File: src/rtl/pipe_stage_reg.sv
// ---------------------------------------------------------------------------
// pipe_stage_reg -- generic MIPS32 pipeline-stage register
//
// This stage holds one payload beat between two pipeline stages and passes
// it on with a valid/ready handshake. It also supports FLUSH (discard) and
// FREEZE (hold) hazard controls.
//
// With SKID=1 the stage has a main entry and a skid entry. It sustains one
// beat per cycle, and IN_READY depends only on registered state, FREEZE,
// FLUSH and RESET. With SKID=0 the stage has a single entry, and IN_READY
// also depends combinationally on OUT_READY.
//
// Optional feature macro: PIPE_REG_STALL_CNT_EN
//   When defined, the STALL_CNT port and its saturating stall counter exist.
//
// Parameters
//   DATA_W       payload width
//   SKID         1 = main + skid entries, 0 = single entry
//   BUBBLE_DATA  payload loaded on reset/flush and driven while empty
//   CNT_W        stall-counter width (PIPE_REG_STALL_CNT_EN only)
//
// Ports
//   CLK        in   rising-edge clock
//   RESET      in   synchronous active-high reset
//   FLUSH      in   discard all held entries
//   FREEZE     in   hold contents, block accept and emit
//   IN_VALID   in   upstream beat valid
//   IN_READY   out  stage can accept this cycle
//   IN_DATA    in   upstream payload
//   OUT_VALID  out  downstream beat valid
//   OUT_READY  in   downstream accepts
//   OUT_DATA   out  payload, BUBBLE_DATA when empty
//   OCC        out  number of entries held (0..2)
//   STALL_CNT  out  saturating stall-cycle count (macro only)
// ---------------------------------------------------------------------------

// Structural sanity checks on the handshake outputs; never synthesised logic.
module pipe_stage_reg_chk #(
  parameter int unsigned SKID = 1
) (
  input logic       clk,
  input logic       rst,
  input logic       flush,
  input logic       freeze,
  input logic       in_ready,
  input logic       out_valid,
  input logic [1:0] occ
);

  a_ready_blocked : assert property (@(posedge clk) disable iff (rst)
    in_ready |-> (!freeze && !flush));

  a_occ_range : assert property (@(posedge clk) disable iff (rst)
    occ <= ((SKID != 0) ? 2'd2 : 2'd1));

  a_valid_has_entry : assert property (@(posedge clk) disable iff (rst)
    out_valid |-> (occ != 2'd0));

endmodule

module pipe_stage_reg #(
  parameter int unsigned        DATA_W      = 64,
  parameter int unsigned        SKID        = 1,
  parameter logic [DATA_W-1:0]  BUBBLE_DATA = {DATA_W{1'b0}},
  parameter int unsigned        CNT_W       = 16
) (
  input  logic              CLK,
  input  logic              RESET,
  input  logic              FLUSH,
  input  logic              FREEZE,
  input  logic              IN_VALID,
  output logic              IN_READY,
  input  logic [DATA_W-1:0] IN_DATA,
  output logic              OUT_VALID,
  input  logic              OUT_READY,
  output logic [DATA_W-1:0] OUT_DATA,
  output logic [1:0]        OCC
`ifdef PIPE_REG_STALL_CNT_EN
  ,
  output logic [CNT_W-1:0]  STALL_CNT
`endif
);

  typedef enum logic [1:0] {
    ST_EMPTY = 2'd0,
    ST_ONE   = 2'd1,
    ST_TWO   = 2'd2
  } state_t;

  state_t            state_r;
  state_t            state_n;
  logic [DATA_W-1:0] m_data_r;
  logic [DATA_W-1:0] s_data_s;
  logic              m_valid_s;
  logic              s_valid_s;
  logic              in_ready_s;
  logic              out_valid_s;
  logic              in_fire_s;
  logic              out_fire_s;
  logic              m_load_in_s;
  logic              m_load_skid_s;
  logic              s_load_in_s;
  logic              clear_s;

  assign m_valid_s = (state_r == ST_ONE) || (state_r == ST_TWO);

  // In skid mode, readiness looks only at the skid entry. This keeps
  // OUT_READY off the IN_READY path. The single-entry mode instead accepts
  // whenever the held beat leaves this cycle.
  assign in_ready_s = ~RESET & ~FREEZE & ~FLUSH &
                      ((SKID != 0) ? ~s_valid_s : (~m_valid_s | OUT_READY));
  assign out_valid_s = m_valid_s & ~FREEZE & ~RESET;
  assign in_fire_s   = IN_VALID & in_ready_s;
  assign out_fire_s  = out_valid_s & OUT_READY;

  assign IN_READY  = in_ready_s;
  assign OUT_VALID = out_valid_s;
  assign OUT_DATA  = m_valid_s ? m_data_r : BUBBLE_DATA;

  // Occupancy report, forced to zero while reset is asserted.
  always_comb begin
    OCC = 2'd0;
    if (RESET) begin
      OCC = 2'd0;
    end else begin
      case (state_r)
        ST_EMPTY: OCC = 2'd0;
        ST_ONE:   OCC = 2'd1;
        ST_TWO:   OCC = 2'd2;
        default:  OCC = 2'd0;
      endcase
    end
  end

  // Next-state and data-steering decode; FLUSH outranks FREEZE and handshakes.
  always_comb begin
    state_n       = state_r;
    m_load_in_s   = 1'b0;
    m_load_skid_s = 1'b0;
    s_load_in_s   = 1'b0;
    clear_s       = 1'b0;
    if (FLUSH) begin
      state_n = ST_EMPTY;
      clear_s = 1'b1;
    end else if (FREEZE) begin
      state_n = state_r;
    end else begin
      case (state_r)
        ST_EMPTY: begin
          if (in_fire_s) begin
            state_n     = ST_ONE;
            m_load_in_s = 1'b1;
          end else begin
            state_n = ST_EMPTY;
          end
        end
        ST_ONE: begin
          if (in_fire_s && out_fire_s) begin
            state_n     = ST_ONE;
            m_load_in_s = 1'b1;
          end else if (in_fire_s) begin
            // Only reachable with a skid entry: single-entry mode accepts
            // into an occupied stage only when the held beat is leaving.
            if (SKID != 0) begin
              state_n     = ST_TWO;
              s_load_in_s = 1'b1;
            end else begin
              state_n = ST_ONE;
            end
          end else if (out_fire_s) begin
            state_n = ST_EMPTY;
          end else begin
            state_n = ST_ONE;
          end
        end
        ST_TWO: begin
          if (out_fire_s) begin
            state_n       = ST_ONE;
            m_load_skid_s = 1'b1;
          end else begin
            state_n = ST_TWO;
          end
        end
        default: begin
          state_n = ST_EMPTY;
          clear_s = 1'b1;
        end
      endcase
    end
  end

  // State register with synchronous reset to EMPTY.
  always_ff @(posedge CLK) begin
    if (RESET) begin
      state_r <= ST_EMPTY;
    end else begin
      state_r <= state_n;
    end
  end

  // Main entry: the beat currently presented downstream.
  always_ff @(posedge CLK) begin
    if (RESET || clear_s) begin
      m_data_r <= BUBBLE_DATA;
    end else if (m_load_in_s) begin
      m_data_r <= IN_DATA;
    end else if (m_load_skid_s) begin
      m_data_r <= s_data_s;
    end else begin
      m_data_r <= m_data_r;
    end
  end

  generate
    if (SKID != 0) begin : g_skid
      logic [DATA_W-1:0] s_data_r;

      // Skid entry: catches the beat accepted while the main entry is stuck.
      always_ff @(posedge CLK) begin
        if (RESET || clear_s) begin
          s_data_r <= BUBBLE_DATA;
        end else if (s_load_in_s) begin
          s_data_r <= IN_DATA;
        end else begin
          s_data_r <= s_data_r;
        end
      end

      assign s_data_s  = s_data_r;
      assign s_valid_s = (state_r == ST_TWO);
    end else begin : g_no_skid
      assign s_data_s  = BUBBLE_DATA;
      assign s_valid_s = 1'b0;
    end
  endgenerate

`ifdef PIPE_REG_STALL_CNT_EN
  logic [CNT_W-1:0] stall_cnt_r;
  logic             stall_s;

  // A held beat that cannot leave, either because of a hazard freeze or
  // because of downstream back-pressure, counts as a stall.
  assign stall_s = m_valid_s & (FREEZE | ~OUT_READY) & ~FLUSH;

  // Saturating stall counter; only RESET clears it, FLUSH does not.
  always_ff @(posedge CLK) begin
    if (RESET) begin
      stall_cnt_r <= {CNT_W{1'b0}};
    end else if (stall_s && (stall_cnt_r != {CNT_W{1'b1}})) begin
      stall_cnt_r <= stall_cnt_r + {{(CNT_W-1){1'b0}}, 1'b1};
    end else begin
      stall_cnt_r <= stall_cnt_r;
    end
  end

  assign STALL_CNT = RESET ? {CNT_W{1'b0}} : stall_cnt_r;
`else
`endif

  pipe_stage_reg_chk #(
    .SKID (SKID)
  ) u_chk (
    .clk       (CLK),
    .rst       (RESET),
    .flush     (FLUSH),
    .freeze    (FREEZE),
    .in_ready  (in_ready_s),
    .out_valid (out_valid_s),
    .occ       (OCC)
  );

endmodule

File: config.mk
export PLATFORM = sky130hd
export DESIGN_NAME = pipe_stage_reg
export DESIGN_NICKNAME = d
export VERILOG_FILES = /design/src/rtl/pipe_stage_reg.sv
export SDC_FILE = /design/constraint.sdc
export NUM_CORES = 1
export LEC_CHECK = 0
export CAP_MARGIN = 20
export CORE_MARGIN = 4
export CORE_UTILIZATION = 32
export DETAILED_ROUTE_END_ITERATION = 7
export PLACE_DENSITY = 0.59
export REMOVE_ABC_BUFFERS = 1
export SYNTH_ARGS = -nofsm -noshare
export SYNTH_HDL_FRONTEND = slang
export SYNTH_SLANG_ARGS = --single-unit
File: constraint.sdc
create_clock -name CLK -period 2.97 [get_ports CLK]
set_input_delay 0.594 -clock CLK [delete_from_list [all_inputs] [get_ports CLK]]
set_output_delay 0.594 -clock CLK [all_outputs]
set_load 0.02 [all_outputs]
# ---- Yosys cells after proc, flatten, opt, wreduce, memory -nomap -nowiden
# Index checks and enable logic that the tools add are counted.
# Widths: inputs -> output; s select.
dict set report word_totals {
  reg_bits 130
  in_bits 70
  output_inout_bits 68
  elab_cells 50
}
dict set report op_classes {
  n_eq_ne 2
  mux 27
  bitwise_logic 11
  n_reduce_logical 7
}
# op n
set op_table {}
lappend op_table {{$mux 64} 3}
lappend op_table {{$mux 1} 17}
lappend op_table {{$mux 2} 4}
lappend op_table {{$and 1x1->1} 7}
lappend op_table {{$pmux 2 s3} 1}
lappend op_table {{$not 1->1} 4}
lappend op_table {{$pmux 2 s2} 1}
lappend op_table {{$reduce_or 3->1} 1}
lappend op_table {{$eq 2x1->1 const B} 1}
lappend op_table {{$eq 2x2->1 const B} 1}
lappend op_table {{$logic_not 2->1} 1}
lappend op_table {{$logic_or 1x1->1} 2}
lappend op_table {{$pmux 1 s2} 1}
lappend op_table {{$reduce_bool 2->1} 1}
lappend op_table {{$reduce_or 2->1} 1}
lappend op_table {{$logic_and 1x1->1} 1}

# ---- Logic depth before layout (Yosys ltp)
# Gate-level depths: netlist of the first run.
dict set report depth {
  depth_word 11
  ltp_mapped 10
  depth_no_buf 8
}

# ---- Worst setup path after synthesis of the first run
# No wires, ideal clock.
dict set report synth_timing {
  path_kind {input-to-reg}
  startpoint {input port FREEZE}
  endpoint {register g_skid.s_data_r[53]}
  setup_ns 0.132
  arrival_ns 2.151
  t_required_ns 2.838
  setup_slack_ns 0.687
  cell_stages 8
  path_buffers 2
  cell_sequence {buf_6 nor4_4 and2_1 ha_1 nand3_1 buf_1 nand2_1 a21oi_1}
}
dict set report synth_between {
  elab_chain_cells 10
  elab_cells_between_ends 17
  classes_between {mux: 7; bitwise: 8; reduce/logical: 2}
}
# element line_no
set synth_lines {}
lappend synth_lines {{start: declaration} 70} ;# input logic FREEZE,
lappend synth_lines {{$not 1->1 (*)} 110} ;# assign in_ready_s = ~RESET & ~FREEZE & ~FLUSH &
lappend synth_lines {{$and 1x1->1 (*) (3 in series)} 110}
lappend synth_lines {{via IN_READY} 72} ;# output logic IN_READY,
lappend synth_lines {{$and 1x1->1 (*)} 113} ;# assign in_fire_s = IN_VALID & in_ready_s;
lappend synth_lines {{$mux 1 or $logic_and 1x1->1 (tied branches)} {161, 158}}
lappend synth_lines {{$mux 1 (*)} 158} ;# if (in_fire_s && out_fire_s) begin
lappend synth_lines {{$mux 1 (*)} 148} ;# case (state_r)
lappend synth_lines {{$mux 1 (*)} 145} ;# end else if (FREEZE) begin
lappend synth_lines {{$mux 1 (*)} 142} ;# if (FLUSH) begin
lappend synth_lines {{end signal: assignment} 225} ;# s_data_r <= s_data_r;
lappend synth_lines {{end: declaration} 216} ;# logic [DATA_W-1:0] s_data_r;
# The timed path passes the listed nets; every way through them passes the cells marked *.
# A chain may end at the register's enable or synchronous reset.

# ---- Worst setup path after layout of the first run
dict set report layout_timing {
  startpoint {register state_r[1]}
  endpoint {output port OUT_DATA[37]}
}
dict set report layout_between {
  elab_chain_cells 3
  elab_cells_between_ends 4
  classes_between {eq/ne: 2; mux: 1; reduce/logical: 1}
}
# element line_no
set layout_lines {}
lappend layout_lines {{start: declaration} 90} ;# state_t state_r;
lappend layout_lines {{start signal: assignment} 197} ;# state_r <= state_n;
lappend layout_lines {{$eq 2x1->1 or $eq 2x2->1 (tied branches)} 105} ;# assign m_valid_s = (state_r == ST_ONE) || (state_r == ST_TWO);
lappend layout_lines {{$logic_or 1x1->1 (*)} 105}
lappend layout_lines {{$mux 64 (*)} 118} ;# assign OUT_DATA = m_valid_s ? m_data_r : BUBBLE_DATA;
lappend layout_lines {{end: declaration} 76} ;# output logic [DATA_W-1:0] OUT_DATA,
# Mark *: on every way between the ends. The rest lies on a longest branch, timed or not.

==> results of run 1 <==
-- registers in the layout, summed over array words and instances, names as in the netlist --
name	flops
g_skid.s_data_r	64
state_r	2
m_data_r	64
-- logic make-up after synthesis --
| group | Yosys count |
|---|---|
| fa+ha+maj | 7 |
| flops | 130 |
| buf+inv | 65 |
| simple gates | 337 |
| compound gates | 200 |
-- per-layer routing --
layer | global-route usage | wire length [um] | up-vias | share of wire
met3 | 0.0499 | 924 | 12 | 0.059
met5 | 0 | 0 | - | 0
met2 | 0.260 | 7150 | 116 | 0.46
met1 | 0.213 | 7510 | 2387 | 0.48
li1 | - | - | 2698 | -
met4 | 0.0408 | 125 | 0 | 0.0080
-- through the flow --
stage	TNS, ns	total power [uW]	area (um^2)
floorplan	-297.88	1870	5300
global placement	0	2020	7250
detailed placement	0	2020	7250
CTS	0	3970	7780
global route	-0.000365	4060	7810
finish	0	3910	7810
-- power groups by stage --
| stage | registers (uW) | logic [uW] | clock network, uW |
|---|---|---|---|
| after CTS | 1760 | 225 | 1980 |
| after global placement | 1800 | 224 | 0 |
| after global routing | 1760 | 243 | 2050 |
| after detailed placement | 1800 | 224 | 0 |
| after floorplan | 1800 | 70.8 | 0 |
| final | 1760 | 224 | 1920 |
-- timing repair --
action | CTS | global route
gates cloned | 0 | 0
gates resized for setup | 11 | 7
endpoints found under the setup margin | 52 | 42
buffers inserted | 0 | 1
pin swaps | 0 | 1
-- worst max-delay path, cell delays in order (launching register included) --
cell and delay, ns:
dfxtp_1 0.40, inv_1 0.14, ha_4 0.33, buf_12 0.19
and2_1 0.16, clkdlybuf4s50_1 0.61
-- path summary, 6_finish.rpt --
check | start | endpoint | depth (start not counted)
hold / removal | g_skid.s_data_r[48] | g_skid.s_data_r[48] | 2
hold reg to reg | g_skid.s_data_r[48] | g_skid.s_data_r[48] | 2
setup reg to reg | state_r[1] | m_data_r[21] | 8
setup / recovery | state_r[1] | OUT_DATA[37] | 5
-- cells in the final DEF (no fill, tap or decap) --
cell	n
nand2_2	1
nand2_1	257
dfxtp_1	130
nor2b_1	2
buf_12	10
ha_4	1
clkbuf_1	3
and2_1	67
clkinvlp_4	1
nor3b_1	2
dlygate4sd2_1	10
clkdlybuf4s50_1	120
bufinv_16	1
o31ai_1	1
nor2_1	1
nand3_2	1
o21a_2	1
clkinv_2	4
clkbuf_16	17
nor4_4	1
buf_4	9
a21oi_1	64
inv_1	5
a32oi_4	1
nor2_2	1
ha_1	6
a22oi_1	2
clkbuf_8	3
o21ai_1	56
and2_4	1
a32o_1	1
o21ai_4	1
dlymetal6s2s_1	7
nor4_1	1
and4bb_2	1
o21ai_0	9
a31oi_1	64
and3_2	1
-- layout make-up --
| cell class | instances | area, um^2 |
|---|---|---|
| fill | 1765 | 9430 |
| multi-input combinational | 544 | 2730 |
| sequential | 130 | 2600 |
| timing repair buffer | 156 | 1640 |
| clock buffer | 23 | 478 |
| tap | 225 | 282 |
| clock inverter | 6 | 57.6 |
| inverter | 5 | 18.8 |
==> metrics, run 1 <==
DRC viols=0; period utilisation layout=0.961; Final Hold Vio Count=0; CP arrival=2.26 ns; post-synthesis instance total=739; H-tree Lvls=4; routed via count=5213; Via density=4.79; P_sw=838 uW; Pint=3070 uW; share of cells above drive strength 1=0.0648; gr usage total=0.162; final-report setup violation count=0; antenna violations before repair=0; mux contribution to synthesized area=0; hold_buf cts=0; CTS buffer count=17; post-synthesis adder-cell area fraction=0.0156; Sink Count=130; Peak VDD IR=381 uV; Rel. slew slack=0.694; Layout Nets=931; area share of the largest cell type after synthesis=0.463; most common cell in the netlist=nand2_1; max-cap violation count=0; Port-buffer cells=137; slew at the pin with the worst max-slew slack=0.459 ns; Avg WL per Cell=14.4 um; initial core utilization=0.326; Switching Fraction=0.214; die height=141 um; hold_ws=0.453 ns; Leakage=0.00265 uW; status=finished, final reports clean; vias in the first global route=5050; simple-gate share of the synthesized area=0.265; Detailed Place HPWL=9.87 mm; clk buf depth=2; I/O pin cnt=138; DRT Wirelength=15.7 mm; Final WS setup=0.117 ns; row cnt=48; Overflow after GRT=0; Avg Cell Area, Syn=7.61 um^2; synth unique cells=31; Synth Area in Compound Gates=0.196; CTS tree=built; clk slew on worst S/H paths=0.06 ns; Worst-Skew Late Latency=0.41 ns; Synth Flop Type=dfxtp_1; ant diodes=0; PD cells=501 nW/um^2; Clock Power Share=0.492; Comb power frac=0.057; Hold WC Path Type=flop to flop; CP Launch Type=flop; die width=141 um; Core ar.=17200 um^2; largest area contributor in the netlist=dfxtp_1; Yosys Warn Count=0; async set or reset register ratio after synthesis=0; CP Class=flop to primary output; Final min period=2.85 ns; top post-synthesis cells by count=nand2_1, dfxtp_1, and2_1; number of synthesized register bits=130; EDFF count, synth=0; first-pass GRT wire length=26.1 mm; Pre-Repair DR Iteration Count=4; Mapped Area=5620 um^2; die area=19800 um^2; worst-path maximum fanout=38; Place WS=0.181 ns; Synth Area in XOR/XNOR=0; post-route ant nets=0; area grow syn2layout=38.8%; dpl cells=1059; sequential area share after synthesis=0.463; Max Fclk=350 MHz; CP Capture Type=primary output; Slew Limit Fails=0; Root Driver=clkbuf_16; Area contributors post-synth=dfxtp_1, nand2_1, and2_1; Seq pwr share=0.451; main combinational cell family by area after synthesis=simple AND/OR/NAND/NOR gates; GPL Wtd Cong=0.802; CP required=2.38 ns; fin cells=1089; largest net degree at the start of global routing=79; initial DRC count=303; Finished Core Util=0.453; Final Skew=0.00571 ns; flop2flop setup slack=0.62 ns
(Power assumes the default switching activity.)
==> inputs of run 2 (changes only) <==
==> constraint.sdc (replaced) <==
create_clock -name CLK -period 2.7 [get_ports CLK]
set_input_delay 0.54 -clock CLK [delete_from_list [all_inputs] [get_ports CLK]]
set_output_delay 0.54 -clock CLK [all_outputs]
set_load 0.02 [all_outputs]
==> metrics, run 2 (same netlist as run 1, synthesis figures left out) <==
CTS tree=built; largest registers=g_skid.s_data_r (64), m_data_r (64), state_r (2); path length in cells of the critical path=5 (unchanged); PD cells=596 nW/um^2 (+19%); row cnt=48 (unchanged); WHS Endpoint=g_skid.s_data_r[6]; Slew Limit Fails=0 (unchanged); DRT Wirelength=16.5 mm (+4.9%); Layout Nets=937 (+0.64%); clk slew on worst S/H paths=0.06 ns (about the same); CP max stage delay=0.42 ns (-0.19 ns); Final Skew=0.00935 ns (+0.00364 ns); die width=141 um (unchanged); CP Capture Type=primary output; vias in the first global route=5094 (+0.87%); largest net degree at the start of global routing=71 (-10%); unrepaired setup endpoints after global routing=false; first-pass GRT wire length=25.8 mm (-1.3%); most common cell after layout, fill and taps aside=nand2_1; Leakage=0.00289 uW (+9.0%); H-tree Lvls=4 (unchanged); CP top delay family=buffers and inverters; I/O pin cnt=138 (unchanged); Root Driver=clkbuf_16; Buf/Inv on CP=3 (unchanged); initial core utilization=0.326 (unchanged); clk buf depth=2 (unchanged); GPL Wtd Cong=0.760 (-5.2%); Place WS=0.0751 ns (-0.106 ns); Max Fclk=382 MHz; area grow syn2layout=41.1%; Final min period=2.62 ns; max-cap violation count=0 (unchanged); gr usage total=0.161 (-0.00121); hold_sp=g_skid.s_data_r[6]; CTS buffer count=17 (unchanged); CP arrival=2.08 ns (-0.18 ns); cells along the critical path=inv_1, ha_2, buf_12, and2_1, dlygate4sd2_1; hold_buf cts=0 (unchanged); final-report setup violation count=0 (unchanged); Detailed Place HPWL=9.92 mm (+0.48%); Fill cells=1739 (-1.5%); Avg WL per Cell=15.0 um (+4.0%); Worst path slowest cell=ha_2; CP Launch Type=flop; Worst Reg-to-Reg Cells=10 (+2); Worst-Skew Late Latency=0.42 ns (about the same); Peak VDD IR=459 uV (+20%); period utilisation layout=0.969; DRC viols=0 (unchanged); initial DRC count=266 (-12%); Via density=4.88 (+1.8%); ant diodes=0 (unchanged); Overflow after GRT=0 (unchanged); Pre-Repair DR Iteration Count=5 (+1); Hold WC Path Type=flop to flop; Reg-to-Reg Start=state_r[0]; die height=141 um (unchanged); worst-path maximum fanout=33 (-13%); Final WS setup=0.0830 ns (-0.0339 ns); Final Hold Vio Count=0 (unchanged); routed via count=5353 (+2.7%); slew at the pin with the worst max-slew slack=0.395 ns (-0.0641 ns); Core ar.=17200 um^2 (unchanged); commonest cells after routing, fill and taps aside=nand2_1, dfxtp_1, clkdlybuf4s50_1; die area=19800 um^2 (unchanged); post-route ant nets=0 (unchanged); Finished Core Util=0.460 (+0.00740); worst hold stages=2 (unchanged); share of cells above drive strength 1=0.0802 (+0.0154); Sink Count=130 (unchanged); flop2flop setup slack=0.22 ns (-0.40 ns); Rel. slew slack=0.737 (+0.0427); status=finished, final reports clean; antenna violations before repair=0 (unchanged); CP required=2.16 ns (-0.22 ns); CP Class=flop to primary output; Setup TNS=0 ns (unchanged); Port-buffer cells=137 (unchanged); Critical R2R Capture=m_data_r[63]
[run 2: power by group]
group / leakage [uW] / internal, uW / switching (uW)
Sequential: 0.00105 / 1930 / 6.34
Clock: 0.000316 / 1660 / 873
Combinational: 0.00152 / 137 / 120
[run 2: per-stage QoR]
step / hold slack [ns] / cells / total power (uW) / instance area [um^2]
after floorplan: 0.437 / 679 / 2060 / 5300
after global routing: 0.473 / 1098 / 4870 / 7940
after CTS: 0.454 / 1095 / 4790 / 7870
after global placement: 0.442 / 1063 / 2230 / 7300
after detailed placement: 0.447 / 1063 / 2230 / 7300
final: 0.453 / 1098 / 4730 / 7940
[run 2: timing repair]
item / in CTS / in global routing
resized for setup: 66 / 5
cloned: 0 / 2
pin swaps: 0 / 1
buffers inserted: 0 / 1
setup endpoints to repair: 66 / 4
[run 2: how the worst max path moves through the flow]
stage / end / from
floorplan: m_data_r[22] / state_r[0]
global placement: m_data_r[41] / RESET
detailed placement: m_data_r[12] / RESET
CTS: OUT_DATA[21] / state_r[0]
global route: OUT_DATA[21] / state_r[0]
finish: OUT_DATA[21] / state_r[0]
[run 2: metal layers]
layer | part of all wire | vias to the layer above | GRT usage
met5 | 0 | - | 0
met4 | 0.014 | 0 | 0.0622
met3 | 0.055 | 17 | 0.0414
li1 | - | 2708 | -
met1 | 0.47 | 2498 | 0.204
met2 | 0.46 | 130 | 0.262
[run 2: area by class of cell]
type,count,area [um^2],share of cell area
repair buffers,162,1670,0.210
inverters,5,18.8,0.00237
clock inverters,14,211,0.0266
flip-flops and latches,130,2600,0.328
well taps,225,282,0.0355
clock buffers,18,439,0.0553
multi-input cells,544,2720,0.342
[run 2: worst reg2reg max path: stages (launching register included)]
cell and delay (ns):
dfxtp_1 0.41, inv_1 0.11, ha_2 0.36, buf_4 0.20, and4bb_2 0.28, ha_1 0.22
a32oi_4 0.20, buf_12 0.17, buf_12 0.21, o21ai_1 0.10, a31oi_1 0.15
==> inputs of run 3 (changes only) <==
--- a/config.mk
+++ b/config.mk
@@ -5,11 +5,13 @@
 export SDC_FILE = /design/constraint.sdc
 export NUM_CORES = 1
 export LEC_CHECK = 0
+export ABC_AREA = 1
 export CAP_MARGIN = 20
 export CORE_MARGIN = 4
 export CORE_UTILIZATION = 32
+export CTS_BUF_LIST = sky130_fd_sc_hd__clkbuf_4 sky130_fd_sc_hd__clkbuf_8
 export DETAILED_ROUTE_END_ITERATION = 7
-export PLACE_DENSITY = 0.59
+export PLACE_DENSITY = 0.57
 export REMOVE_ABC_BUFFERS = 1
 export SYNTH_ARGS = -nofsm -noshare
 export SYNTH_HDL_FRONTEND = slang
==> metrics, run 3 <==
number of synthesized register bits=130 (unchanged); area share of the largest cell type after synthesis=0.389 (-0.0733); PD cells=469 nW/um^2 (-21%); EDFF count, synth=0 (unchanged); Pint=3100 uW (-17%); post-route ant nets=0 (unchanged); grt peak-use layer=met2; Avg WL per Cell=13.0 um (-14%); I/O pin cnt=138 (unchanged); Root Driver=clkbuf_8; Pre-Repair DR Iteration Count=4 (-1); Port-buffer cells=137 (unchanged); Final min period=2.57 ns (-0.0469 ns); die area=23300 um^2 (+18%); Area contributors post-synth=dfxtp_1, nand2_1, a21oi_2; Layout Nets=1140 (+22%); CP Class=input port to primary output; first-pass GRT wire length=29.3 mm (+14%); post-synthesis instance total=947 (+28%); vias in the first global route=5728 (+12%); Core ar.=20400 um^2 (+18%); async set or reset register ratio after synthesis=0 (unchanged); Sink Count=130 (unchanged); synth unique cells=27 (-13%); hold_ws=0.467 ns (+0.0142 ns); Final WS setup=0.130 ns (+0.0469 ns); row cnt=52 (+8.3%); cells along the critical path=clkdlybuf4s50_1, nor2_1, inv_1, nor3_1, clkdlybuf4s50_1; Final Skew=0.00784 ns (-0.00151 ns); Synth Flop Type=dfxtp_1; Finished Core Util=0.424 (-0.0363); Clock Power Share=0.457 (-0.078); max-cap violation count=0 (unchanged); Mapped Area=6680 um^2 (+19%); Slew Limit Fails=0 (unchanged); CP arrival=2.03 ns (-0.05 ns); Avg Cell Area, Syn=7.06 um^2 (-7.3%); gr usage total=0.151 (-0.00993); Detailed Place HPWL=11.0 mm (+11%); largest area contributor in the netlist=dfxtp_1; ant diodes=0 (unchanged); CTS buffer count=17 (unchanged); Leakage=0.00410 uW (+42%); unrepaired setup endpoints after global routing=false; met3 Usage GRT=0.0378 (-0.00361); Seq pwr share=0.475 (+0.065); Max Fclk=389 MHz (+1.8%); CP Launch Type=input port; worst-path maximum fanout=3 (-91%); Rel. slew slack=0.700 (-0.0365); CP required=2.16 ns (about the same); die width=153 um (+8.5%); status=finished, final reports clean; CP max stage delay=0.62 ns (+0.20 ns); top post-synthesis cells by count=nand2_1, inv_1, dfxtp_1; DRC viols=0 (unchanged); met1 Use GR=0.200 (-0.00377); Overflow after GRT=0 (unchanged); share of cells above drive strength 1=0.123 (+0.0425); flop2flop setup slack=0.37 ns (+0.15 ns); period utilisation layout=0.952 (-0.0174); Peak VDD IR=250 uV (-46%); slew at the pin with the worst max-slew slack=0.450 ns (+0.0547 ns); largest net degree at the start of global routing=72 (+1.4%); GR Util met2=0.249 (-0.0138); sequential area share after synthesis=0.389 (-0.0733); Worst path slowest cell=clkdlybuf4s50_1; most common cell in the netlist=nand2_1; most common cell after layout, fill and taps aside=nand2_1; H-tree Lvls=4 (unchanged); clk buf depth=2 (unchanged); routed via count=5888 (+10%); initial core utilization=0.328 (+0.00186); Yosys Warn Count=0 (unchanged); Place WS=0.105 ns (+0.0296 ns); Worst-Skew Late Latency=0.45 ns (+0.03 ns); initial DRC count=250 (-6.0%); area grow syn2layout=29.2%; Final Hold Vio Count=0 (unchanged); Hold WC Path Type=flop to flop; die height=153 um (+8.5%); P_sw=948 uW (-5.1%); Via density=4.37 (-10%); DRT Wirelength=17.5 mm (+6.0%); largest registers=g_skid.s_data_r (64), m_data_r (64), state_r (2); Comb power frac=0.068 (+0.014); buffers inserted by post-CTS timing repair=0 (unchanged); final-report setup violation count=0 (unchanged); commonest cells after routing, fill and taps aside=nand2_1, inv_1, dfxtp_1; Switching Fraction=0.234 (+0.0227); cell with the most instances on the worst path=clkdlybuf4s50_1; antenna violations before repair=0 (unchanged); GPL Wtd Cong=0.723 (-4.9%); clk slew on worst S/H paths=0.08 ns (+0.02 ns); CP Capture Type=primary output; CTS tree=built
[run 3: worst max-delay path: cells and delay by family]
kind | cells | cell delay, ns
buffers and inverters | 3 | 1.16
and+or+nand+nor | 2 | 0.32
[run 3: final timing paths]
kind                 from      endpoint  cells after the start
max                 RESET      IN_READY                      5
min          m_data_r[24]  m_data_r[24]                      2
min reg2reg  m_data_r[24]  m_data_r[24]                      2
max reg2reg    state_r[1]  m_data_r[11]                     13
[run 3: what timing repair did]
action | CTS | global route
hold buffers | 0 | 0
hold endpoints to repair | 0 | 0
gates resized for setup | 70 | 10
gates cloned | 1 | 0
setup endpoints to repair | 65 | 16
[run 3: power by group through the flow]
| stage | clock network, uW | registers [uW] | logic (uW) |
|---|---|---|---|
| after detailed placement | 0 | 1970 | 276 |
| after CTS | 1900 | 1920 | 280 |
| after floorplan | 0 | 1970 | 103 |
| final | 1850 | 1920 | 276 |
| after global placement | 0 | 1970 | 278 |
| after global routing | 2000 | 1920 | 301 |
[run 3: per-stage QoR]
step / cells / total power [uW] / cell area (um^2) / setup TNS (ns)
final: 1346 / 4050 / 8640 / 0
after CTS: 1346 / 4110 / 8630 / 0
after floorplan: 879 / 2070 / 6150 / -945.86
after global routing: 1346 / 4220 / 8640 / 0
after detailed placement: 1313 / 2240 / 8220 / 0
after global placement: 1313 / 2250 / 8220 / 0
[run 3: routing by layer]
metal  share of wire  up-vias
met5               0        -
met4          0.0092        0
met3           0.045       12
met2            0.46      115
met1            0.48     2591
li1                -     3170
[run 3: cell type report]
type                            count  area (um^2)
Fill cell                        2170        11700
Multi-Input combinational cell    613         3080
Sequential cell                   130         2600
Timing Repair Buffer              165         1660
Inverter                          136          510
Tap cell                          270          338
Clock buffer                       19          262
Clock inverter                     13          181
[run 3: cell families (layout without fill, tap and decap cells)]
| logic type | after synthesis | count (layout) | synth area share |
|---|---|---|---|
| adder cells (fa/ha/maj) | 7 | 7 | 0.0131 |
| AO/OA/AOI/OAI | 133 | 133 | 0.158 |
| AND/OR/NAND/NOR | 473 | 473 | 0.284 |
| buffers and inverters | 204 | 333 | 0.156 |
| flip-flops | 130 | 130 | 0.389 |
